File: src/rtl/wb_select_stage.sv
// Write-back stage: M/W pipeline register with stall/flush, sub-word load
// extraction and write-back source select driving the register-file port.

module wb_load_ext #(
  parameter int DATA_W = 32
) (
  input  logic [31:0]       word,
  input  logic [1:0]        off,
  input  logic [2:0]        ldop,
  output logic [DATA_W-1:0] data
);
  logic [3:0][7:0] lanes;
  logic [7:0]      byte_sel;
  logic [15:0]     half_sel;

  assign lanes    = word;
  assign byte_sel = lanes[off];
  // halfword picks on alu[1] only; a misaligned lh is not trapped here
  assign half_sel = off[1] ? word[31:16] : word[15:0];

  always_comb begin
    data = DATA_W'($signed(word));
    case (ldop)
      3'd1:    data = DATA_W'($signed(half_sel));
      3'd2:    data = DATA_W'(half_sel);
      3'd3:    data = DATA_W'($signed(byte_sel));
      3'd4:    data = DATA_W'(byte_sel);
      default: data = DATA_W'($signed(word));
    endcase
  end
endmodule

module wb_select_stage #(
  parameter int DATA_W = 32,
  parameter int RA_W   = 5
) (
  input  logic              clk,
  input  logic              reset,
  input  logic              en,
  input  logic              flush,
  input  logic [DATA_W-1:0] m_pc,
  input  logic [2:0]        m_wbop,
  input  logic [2:0]        m_ldop,
  input  logic [DATA_W-1:0] m_alu,
  input  logic [DATA_W-1:0] m_dm,
  input  logic [DATA_W-1:0] m_imm,
  input  logic [DATA_W-1:0] m_md,
  input  logic [RA_W-1:0]   m_rd,
  input  logic              m_we,
  output logic [DATA_W-1:0] w_pc,
  output logic [DATA_W-1:0] w_data,
  output logic [RA_W-1:0]   w_rd,
  output logic              w_we
);
  typedef struct packed {
    logic [DATA_W-1:0] pc;
    logic [2:0]        wbop;
    logic [2:0]        ldop;
    logic [DATA_W-1:0] alu;
    logic [DATA_W-1:0] dm;
    logic [DATA_W-1:0] imm;
    logic [DATA_W-1:0] md;
    logic [RA_W-1:0]   rd;
    logic              we;
  } mw_t;

  mw_t               m_bus;
  mw_t               w_q;
  logic [DATA_W-1:0] ld_data;

  // writes to $0 are dropped at capture so they never forward either
  always_comb begin
    m_bus      = '0;
    m_bus.pc   = m_pc;
    m_bus.wbop = m_wbop;
    m_bus.ldop = m_ldop;
    m_bus.alu  = m_alu;
    m_bus.dm   = m_dm;
    m_bus.imm  = m_imm;
    m_bus.md   = m_md;
    m_bus.rd   = m_rd;
    m_bus.we   = m_we && (m_rd != '0);
  end

  always_ff @(posedge clk) begin
    if (!reset)     w_q <= '0;
    else if (flush) w_q <= '0;
    else if (en)    w_q <= m_bus;
  end

  wb_load_ext #(.DATA_W(DATA_W)) u_ld (
    .word (w_q.dm[31:0]),
    .off  (w_q.alu[1:0]),
    .ldop (w_q.ldop),
    .data (ld_data)
  );

  generate
    if (DATA_W > 32) begin : g_wide
      logic unused_dm_hi;
      assign unused_dm_hi = ^w_q.dm[DATA_W-1:32];
    end
  endgenerate

  always_comb begin
    w_data = '0;
    case (w_q.wbop)
      3'd0:    w_data = w_q.alu;
      3'd1:    w_data = ld_data;
      3'd2:    w_data = w_q.imm;
      3'd3:    w_data = w_q.pc + DATA_W'(8);
      3'd4:    w_data = w_q.md;
      default: w_data = '0;
    endcase
  end

  assign w_pc = w_q.pc;
  assign w_rd = w_q.rd;
  assign w_we = w_q.we && (w_q.wbop <= 3'd4);
endmodule

File: config.mk
export PLATFORM = sky130hd
export DESIGN_NAME = wb_select_stage
export DESIGN_NICKNAME = d
export VERILOG_FILES = /design/src/rtl/wb_select_stage.sv
export SDC_FILE = /design/constraint.sdc
export NUM_CORES = 1
export LEC_CHECK = 0
export BUFFER_PORTS_ARGS = -buffer_cell sky130_fd_sc_hd__buf_2
export CAP_MARGIN = 20
export CORE_MARGIN = 1.5
export CORE_UTILIZATION = 30
export CTS_BUF_LIST = sky130_fd_sc_hd__clkbuf_8
export DETAILED_ROUTE_END_ITERATION = 7
export SETUP_SLACK_MARGIN = 0.5
export SYNTH_ARGS = -nofsm -noshare
export SYNTH_HDL_FRONTEND = slang
export SYNTH_SLANG_ARGS = --single-unit
File: constraint.sdc
create_clock -name clk -period 1.8 [get_ports clk]
set_input_delay 0.09 -clock clk [delete_from_list [all_inputs] [get_ports clk]]
set_output_delay 0.09 -clock clk [all_outputs]
set_load 0.02 [all_outputs]
# Word level (Yosys, flattened, before mapping)
# Index checks and enable logic that the tools add are counted.
# W data, S select, Z words.
totals:
  output_inout_bits: 70
  input_bits: 176
  reg_bits: 172
  wordCells: 31
classes:
  addsub: 1
  n_eq_ne: 8
  n_reduce_logical: 5
  mux: 5
  n_bitwise: 1
  magnitude_cmp: 2
ops:
  columns: ["op", "n"]
  rows:
  - ["$pmux W32 S5", 1]
  - ["$pmux W32 S4", 1]
  - ["$add A32 B4 Y32 const B", 1]
  - ["$bmux W8 S2", 1]
  - ["$mux W16", 1]
  - ["$eq A3 B2 Y1 const B", 4]
  - ["$mux W8", 1]
  - ["$eq A3 B1 Y1 const B", 2]
  - ["$eq A3 B3 Y1 const B", 2]
  - ["$reduce_bool A5 Y1", 1]
  - ["$le A3 B3 Y1 const B", 1]
  - ["$logic_not A3 Y1", 1]
  - ["$lt A2 B3 Y1 const B", 1]
  - ["$logic_and A1 B1 Y1", 2]
  - ["$reduce_or A2 Y1", 1]
  - ["$not A1 Y1", 1]

# Longest topological paths before layout
# Gate-level depths: netlist of the first run.
logic_depth:
  ltp_word: 4
  depth_mapped: 7

# By module
# Synthesis of the first run repeated with hierarchy kept, for this count alone.
unflattened:
  hier_cells: 1006
  hier_area_um2: 9022.4
modules_own_cells:
  columns: ["module", "cells_per_inst", "instances", "seq_area_each_um2", "area_each_um2"]
  rows:
  - ["wb_select_stage", 886, 1, 3443.3, 8179.1]
  - ["wb_load_ext", 120, 1, 0.0, 843.3]

# Least setup slack after synthesis of the first run
# Ideal clock, no wire load.
synth_path:
  path_kind: "reg-to-output"
  from: "reg w_q, in the netlist w_pc[3]"
  to: "out w_data[31]"
  path_stages_with_launch: 7
  path_slack_ns: -0.200
  arrival_ns: 1.910
  path_cell_list: "dfxtp_1 > ha_1 > and4_4 > nor3b_4 > nand4_1 > xor2_1 > o21ai_0"
synth_via:
  elab_chain_len: 2
synth_rtl:
  columns: ["element", "line", "text"]
  rows:
  - ["start, declared", "68", "mw_t w_q;"]
  - ["start signal, assigned", "88", "else if (en) w_q <= m_bus;"]
  - ["$add A32 B4 Y32", "111", "3'd3: w_data = w_q.pc + DATA_W'(8);"]
  - ["$pmux W32 S5", "107", "case (w_q.wbop)"]
  - ["end, declared", "51", "output logic [DATA_W-1:0] w_data,"]
# No other way between the ends.

# Worst setup path after layout of the first run
layout_path:
  from: "reg w_q, in the netlist w_pc[4]"
  to: "out w_data[19]"
# Same word-level chain as after synthesis.

==> flow_summary.yaml, run 1 <==
sta:
  worst_pin_slew_ns: 0.528
  finalHoldViolCount: 0
  fmax_mhz: 422
  period_share_pct: 132
  clock_skew_ns: 0
  grt_setup_unrepaired: "yes"
  post-route-worst-setup-slack_ns: -0.572
  max_slew_margin_pct: 64.8
  hold_ws_ns: 0.0624
  slew_viol_final: 0
  finalCriticalPeriod_ns: 2.37
  finalSetupViolCount: 32
outcome:
  violations: "negative setup slack"
  status: "complete, but fails checks"
power_and_ir_drop:
  clockPowerShare_pct: 32.1
  power.density_nw_per_um2: 590
  power_frac_comb_pct: 21.5
  p_leak_uw: 0.00648
  pwr-share-seq_pct: 46.4
  netSwitchingFraction_pct: 29.9
  switchingPower_uw: 2590
  intPower_uw: 6100
  vdd.ir_drop.worst_mv: 0.369
clocking:
  cts_num_sinks: 172
  clk_latency_ns: 0.47
  clk_path_buf_depth: 2
  htree_levels: 4
  cts_tree: "built"
  cts_buffers: 17
  path_clk_slew_ns: 0.10
  clock-root-buffer: "clkbuf_8"
routing:
  dr.pass1.iters: 5
  wirelength_um: 35000
  ant_nets: 0
  drt_iter0_drc: 540
  route.detailed.drc: 0
  viasPerCell: 4.90
  wl_per_cell_um: 18.7
  dr_total_vias: 9164
logic_synthesis:
  syn_avg_cell_area_sq_um: 9.04
  synth_top_cells_by_area: "dfxtp_1 (38%), mux2i_1 (22%), nor2_1 (8.8%)"
  yosysWarnings: 0
  syn_area_sq_um: 8960
  yosys.area.top_type: "dfxtp_1"
  synth_edf_count: 0
  synth_top_area_share_pct: 38.4
  synth_nets: 1168
  ys_seq_area_share_pct: 38.4
  ys.flop_type: "dfxtp_1"
  synth_cells: 991
  synth-seq-cells: 172
  async_flop_share_pct: 0
  synth_cell_type_count: 64
floorplan:
  rows: 63
  die_height_um: 176
  die_area_sq_um: 30900
  io_pins: 246
  core_sq_um: 29500
  start_util_pct: 30.4
  die_x_um: 176
worst_setup_path:
  worstSetupPathType: "flip-flop to output pin"
  required_ns: 1.71
  cp.arrival_ns: 2.28
  setup.worst_path.start_class: "flip-flop"
  cp_max_fo: 7
  end_kind: "output pin"
placement:
  portBuffers: 245
  dp.cells: 1633
  place_area_sq_um: 11500
  dp_hpwl_um: 24000
  preCtsSetupSlack_ns: -0.0926
  place_congestion: 0.855
final_layout:
  fin_cells: 1872
  area_growth_syn_to_layout_pct: 64.3
  fillers: 2704
  layout_common_cells: "buf_2 (210), nor2_1 (209), mux2i_1 (201)"
  drive_gt1_share_pct: 37.6
  fin_nets: 1644
  fin_area_sq_um: 14700
  layout_commonest_cell: "buf_2"
global_routing:
  track_usage_pct: 22.2
  grt_overflow: 0
  grt_pass1_vias: 9144
  grt_pass1_wl_um: 52600
  antenna_found_initial: 2
  grt_max_degree: 49
flow_run:
  max_cap_viol_count: 0
hold_path:
  hp-class: "primary input to flip-flop"
==> routing by layer <==
metal	share of wire, %	wire, um	up-vias	global-route usage [%]
met2	47	16400	311	36.1
met5	0	0	-	0
met4	3.1	1080	0	8.33
li1	-	-	4370	-
met1	45	15900	4427	29.3
met3	4.7	1640	56	4.03
==> per-stage QoR <==
step | total power (uW) | utilization (%) | TNS, ns
final | 8690 | 49.9 | -15.49
after global routing | 9050 | 49.9 | -17.90
after CTS | 8680 | 48.8 | -15.95
after detailed placement | 5500 | 39.2 | -0.910
after global placement | 5490 | 39.2 | -0.583
after floorplan | 4910 | - | 0
==> cells in the mapped netlist (all sizes together), types with 4 or more instances <==
library cell	number
nor2	210
mux2i	201
dfxtp	172
buf	66
nand2	45
clkbuf	39
a21oi	35
o21ai	32
o221ai	22
xor2	19
nand2b	12
nand3	11
and2	10
a31o	9
maj3	9
xnor2	9
nand4	8
and3	6
o311ai	6
or2	6
a221o	5
o21a	5
a211oi	4
nor2b	4
==> flip-flops by register name, summed over array words and instances, names as in the netlist <==
name	flops
w_q	135
w_rd	5
w_pc	32
==> cell type report <==
class	count	area (sq um)	share of cell area, %
Antenna cell	2	5.00	0.0340
Clock buffer	18	248	1.68
Clock inverter	14	133	0.901
Inverter	4	23.8	0.161
Multi-Input combinational cell	711	5730	38.9
Sequential cell	172	3500	23.8
Tap cell	390	488	3.31
Timing Repair Buffer	561	4590	31.2
==> critical path, cell delays in order (launching register included) <==
cell,delay [ns]
dfxtp_4,0.38
ha_4,0.13
and4_4,0.23
nor3b_4,0.24
buf_6,0.17
nand3_1,0.09
xor2_1,0.16
o221ai_2,0.21
buf_4,0.18
==> power by group through the flow <==
stage               sequential [uW]  combinational (uW)  clock [uW]
floorplan                      4090                 824           0
global placement               4110                1380           0
detailed placement             4110                1390           0
CTS                            4030                1810        2840
global route                   4050                1990        3010
finish                         4030                1870        2790
==> cells by family after synthesis <==
kind of cell	synth area share, %
buffers and inverters	6.97
and+or+nand+nor	16.6
muxes	22.8
xor gates and xnor gates	2.82
AOI/OAI and AO/OA	11.2
DFF	38.4
adders and majority gates	1.15
==> path summary, 6_finish.rpt <==
path,startpoint,to,slack [ns],cells after the start
hold reg to reg,w_q[0]$_SDFFE_PP0P_,w_q[0]$_SDFFE_PP0P_,0.49,2
setup / recovery,w_pc[4]$_SDFFE_PP0P_,w_data[19],-0.57,8
hold / removal,en,w_q[108]$_SDFFE_PP0P_,0.06,3
setup reg to reg,w_q[137]$_SDFFE_PP0P_,w_q[137]$_SDFFE_PP0P_,0.80,3
==> what timing repair did <==
action	in CTS	in global routing
setup endpoints to repair	34	36
hold buffers	172	0
buffers inserted	17	10
pin swaps	28	21
endpoints found under the hold margin	172	0
resized for setup	128	46
cloned	5	1
(Power assumes the default switching activity.)
==> inputs of run 2 (changes only) <==
--- a/config.mk
+++ b/config.mk
@@ -14,4 +14,5 @@
 export SETUP_SLACK_MARGIN = 0.5
 export SYNTH_ARGS = -nofsm -noshare
 export SYNTH_HDL_FRONTEND = slang
+export SYNTH_HIERARCHICAL = 1
 export SYNTH_SLANG_ARGS = --single-unit
==> run 2 against run 1 <==
Compared with the run above:
- cell area down 0.14%
- clock power about the same
- the run still ends with negative setup slack left
- highest routed layer unchanged
- critical path type unchanged
- critical endpoint is now w_data[28]
- sequential power about the same
==> flow_summary.yaml, run 2 <==
outcome:
  status: "complete, but fails checks"
  violations: "negative setup slack"
placement:
  place_congestion: 0.896
  portBuffers: 245
  preCtsSetupSlack_ns: -0.437
  dp_hpwl_um: 26200
final_layout:
  top_register: "w_q"
  largest_reg_flops: 135
  drive_gt1_share_pct: 38.7
  area_growth_syn_to_layout_pct: 62.9
  layout_common_cells: "buf_2 (205), mux2i_1 (202), nor2_1 (200)"
  fin_nets: 1671
  fillers: 2746
  layout_commonest_cell: "buf_2"
logic_synthesis:
  async_flop_share_pct: 0
  synth_most_common_cell: "mux2i_1"
  syn_avg_cell_area_sq_um: 8.97
  yosys.area.top_type: "dfxtp_1"
  ys.flop_type: "dfxtp_1"
  yosysWarnings: 6
  synth_cells: 1006
  synth_top_cells_by_area: "dfxtp_1 (38%), mux2i_1 (23%), nor2_1 (8.4%)"
  ys_seq_area_share_pct: 38.2
  synth_top_area_share_pct: 38.2
  synth-seq-cells: 172
  synth_nets: 1183
  synthTopCellsByCount: "mux2i_1 (209), nor2_1 (201), dfxtp_1 (172)"
  synth_edf_count: 0
  synth_cell_type_count: 73
  syn_area_sq_um: 9020
power_and_ir_drop:
  vdd.ir_drop.worst_mv: 0.710
  power.density_nw_per_um2: 590
  p_leak_uw: 0.00662
routing:
  wirelength_um: 36400
  dr_total_vias: 9314
  route.detailed.drc: 0
  drt_iter0_drc: 421
  viasPerCell: 4.91
  wl_per_cell_um: 19.2
  dr.pass1.iters: 5
  ant_nets: 0
sta:
  slew_viol_final: 0
  fmax_mhz: 383
  finalCriticalPeriod_ns: 2.61
  post-route-worst-setup-slack_ns: -0.813
  period_share_pct: 145
  max_slew_margin_pct: 57.7
  grt_setup_unrepaired: "yes"
  clock_skew_ns: 0
  finalSetupViolCount: 32
  finalHoldViolCount: 0
  hold_ws_ns: 0.0863
  worst_pin_slew_ns: 0.635
clocking:
  cts_tree: "built"
  htree_levels: 4
  path_clk_slew_ns: 0.11
  clock-root-buffer: "clkbuf_8"
  clk_latency_ns: 0.48
  cts_buffers: 17
  clk_path_buf_depth: 2
  cts_num_sinks: 172
floorplan:
  die_x_um: 176
  die_area_sq_um: 31100
  io_pins: 246
  die_height_um: 176
  start_util_pct: 30.4
  rows: 63
  core_sq_um: 29600
worst_setup_path:
  crit_family: "multiplexers"
  path_buf_inv: 1
  max_stage_delay_ns: 0.41
  end_kind: "output pin"
  required_ns: 1.71
  cp_max_fo: 7
  path_cells: "mux2i_2, mux2_4, nor2b_4, a21o_1, mux2_4, a22oi_2, o21ai_1, or3_4, buf_6"
  crit_top_cell: "mux2_4"
  worstSetupPathType: "flip-flop to output pin"
  cp.arrival_ns: 2.52
  setup.worst_path.start_class: "flip-flop"
  cp_slowest_cell: "or3_4"
global_routing:
  track_usage_pct: 23.4
  grt_pass1_vias: 9417
  grt_pass1_wl_um: 54800
  antenna_found_initial: 1
  grt_max_degree: 41
  grt_overflow: 0
hold_path:
  hp-class: "primary input to flip-flop"
flow_run:
  max_cap_viol_count: 0
==> run 2: worst paths after layout <==
check                                to  slack [ns]  depth (start not counted)                   from
setup / recovery             w_data[28]       -0.81                          9  w_q[103]$_SDFFE_PP0P_
hold / removal     w_q[14]$_SDFFE_PP0P_        0.09                          3                     en
setup reg to reg  w_q[103]$_SDFFE_PP0P_        0.76                          4  w_q[103]$_SDFFE_PP0P_
hold reg to reg     w_q[0]$_SDFFE_PP0P_        0.49                          2    w_q[0]$_SDFFE_PP0P_
==> run 2: report_power, final <==
part	internal, uW	switching, uW
Clock	1030	1750
Sequential	3930	115
Combinational	1010	839
==> run 2: final cells by class <==
type | instances | area (sq um) | share of cell area, %
multi-input combinational | 698 | 5530 | 37.6
timing repair buffer | 582 | 4740 | 32.2
sequential | 172 | 3480 | 23.7
tap | 390 | 488 | 3.32
clock buffer | 17 | 234 | 1.59
clock inverter | 15 | 141 | 0.962
inverter | 23 | 86.3 | 0.587
antenna | 1 | 2.50 | 0.0170
==> run 2: tightest hold or removal path, stage by stage <==
cell and delay (ns):
buf_8 0.19, mux2i_1 0.16, nor2_1 0.07
==> run 2: logic make-up after synthesis <==
logic type      Yosys count  synth area share, %
mux                     219                 24.6
buf+inv                 136                 7.77
simple gates            330                 16.6
xor+xnor                 12                 1.16
flops                   172                 38.2
compound gates          129                 10.8
fa+ha+maj                 8                0.915
==> run 2: timing repair <==
item                       CTS  global route
hold buffers               172             0
hold endpoints to repair   172             0
gates cloned                 0             0
setup endpoints to repair   39            44
buffers inserted            12             6
resized for setup          152            52
pin swaps                   45            37
==> run 2: routing by layer <==
| layer | global-route usage [%] | wire [um] |
|---|---|---|
| met5 | 0 | 0 |
| met4 | 10.7 | 1610 |
| met3 | 4.03 | 1640 |
| met2 | 37.7 | 16900 |
| met1 | 30.3 | 16300 |
==> run 2: metrics by stage <==
stage | total power, uW | std cells | utilization [%] | TNS [ns] | area [sq um]
6_report | 8670 | 1898 | 49.6 | -21.59 | 14700
5_1_grt | 9020 | 1898 | 49.6 | -25.24 | 14700
4_1_cts | 8660 | 1891 | 48.8 | -22.80 | 14400
3_5_place_dp | 5490 | 1675 | 39.4 | -7.88 | 11700
3_3_place_gp | 5480 | 1675 | 39.4 | -6.97 | 11700
2_1_floorplan | 4880 | 1006 | - | -2.58 | 9250
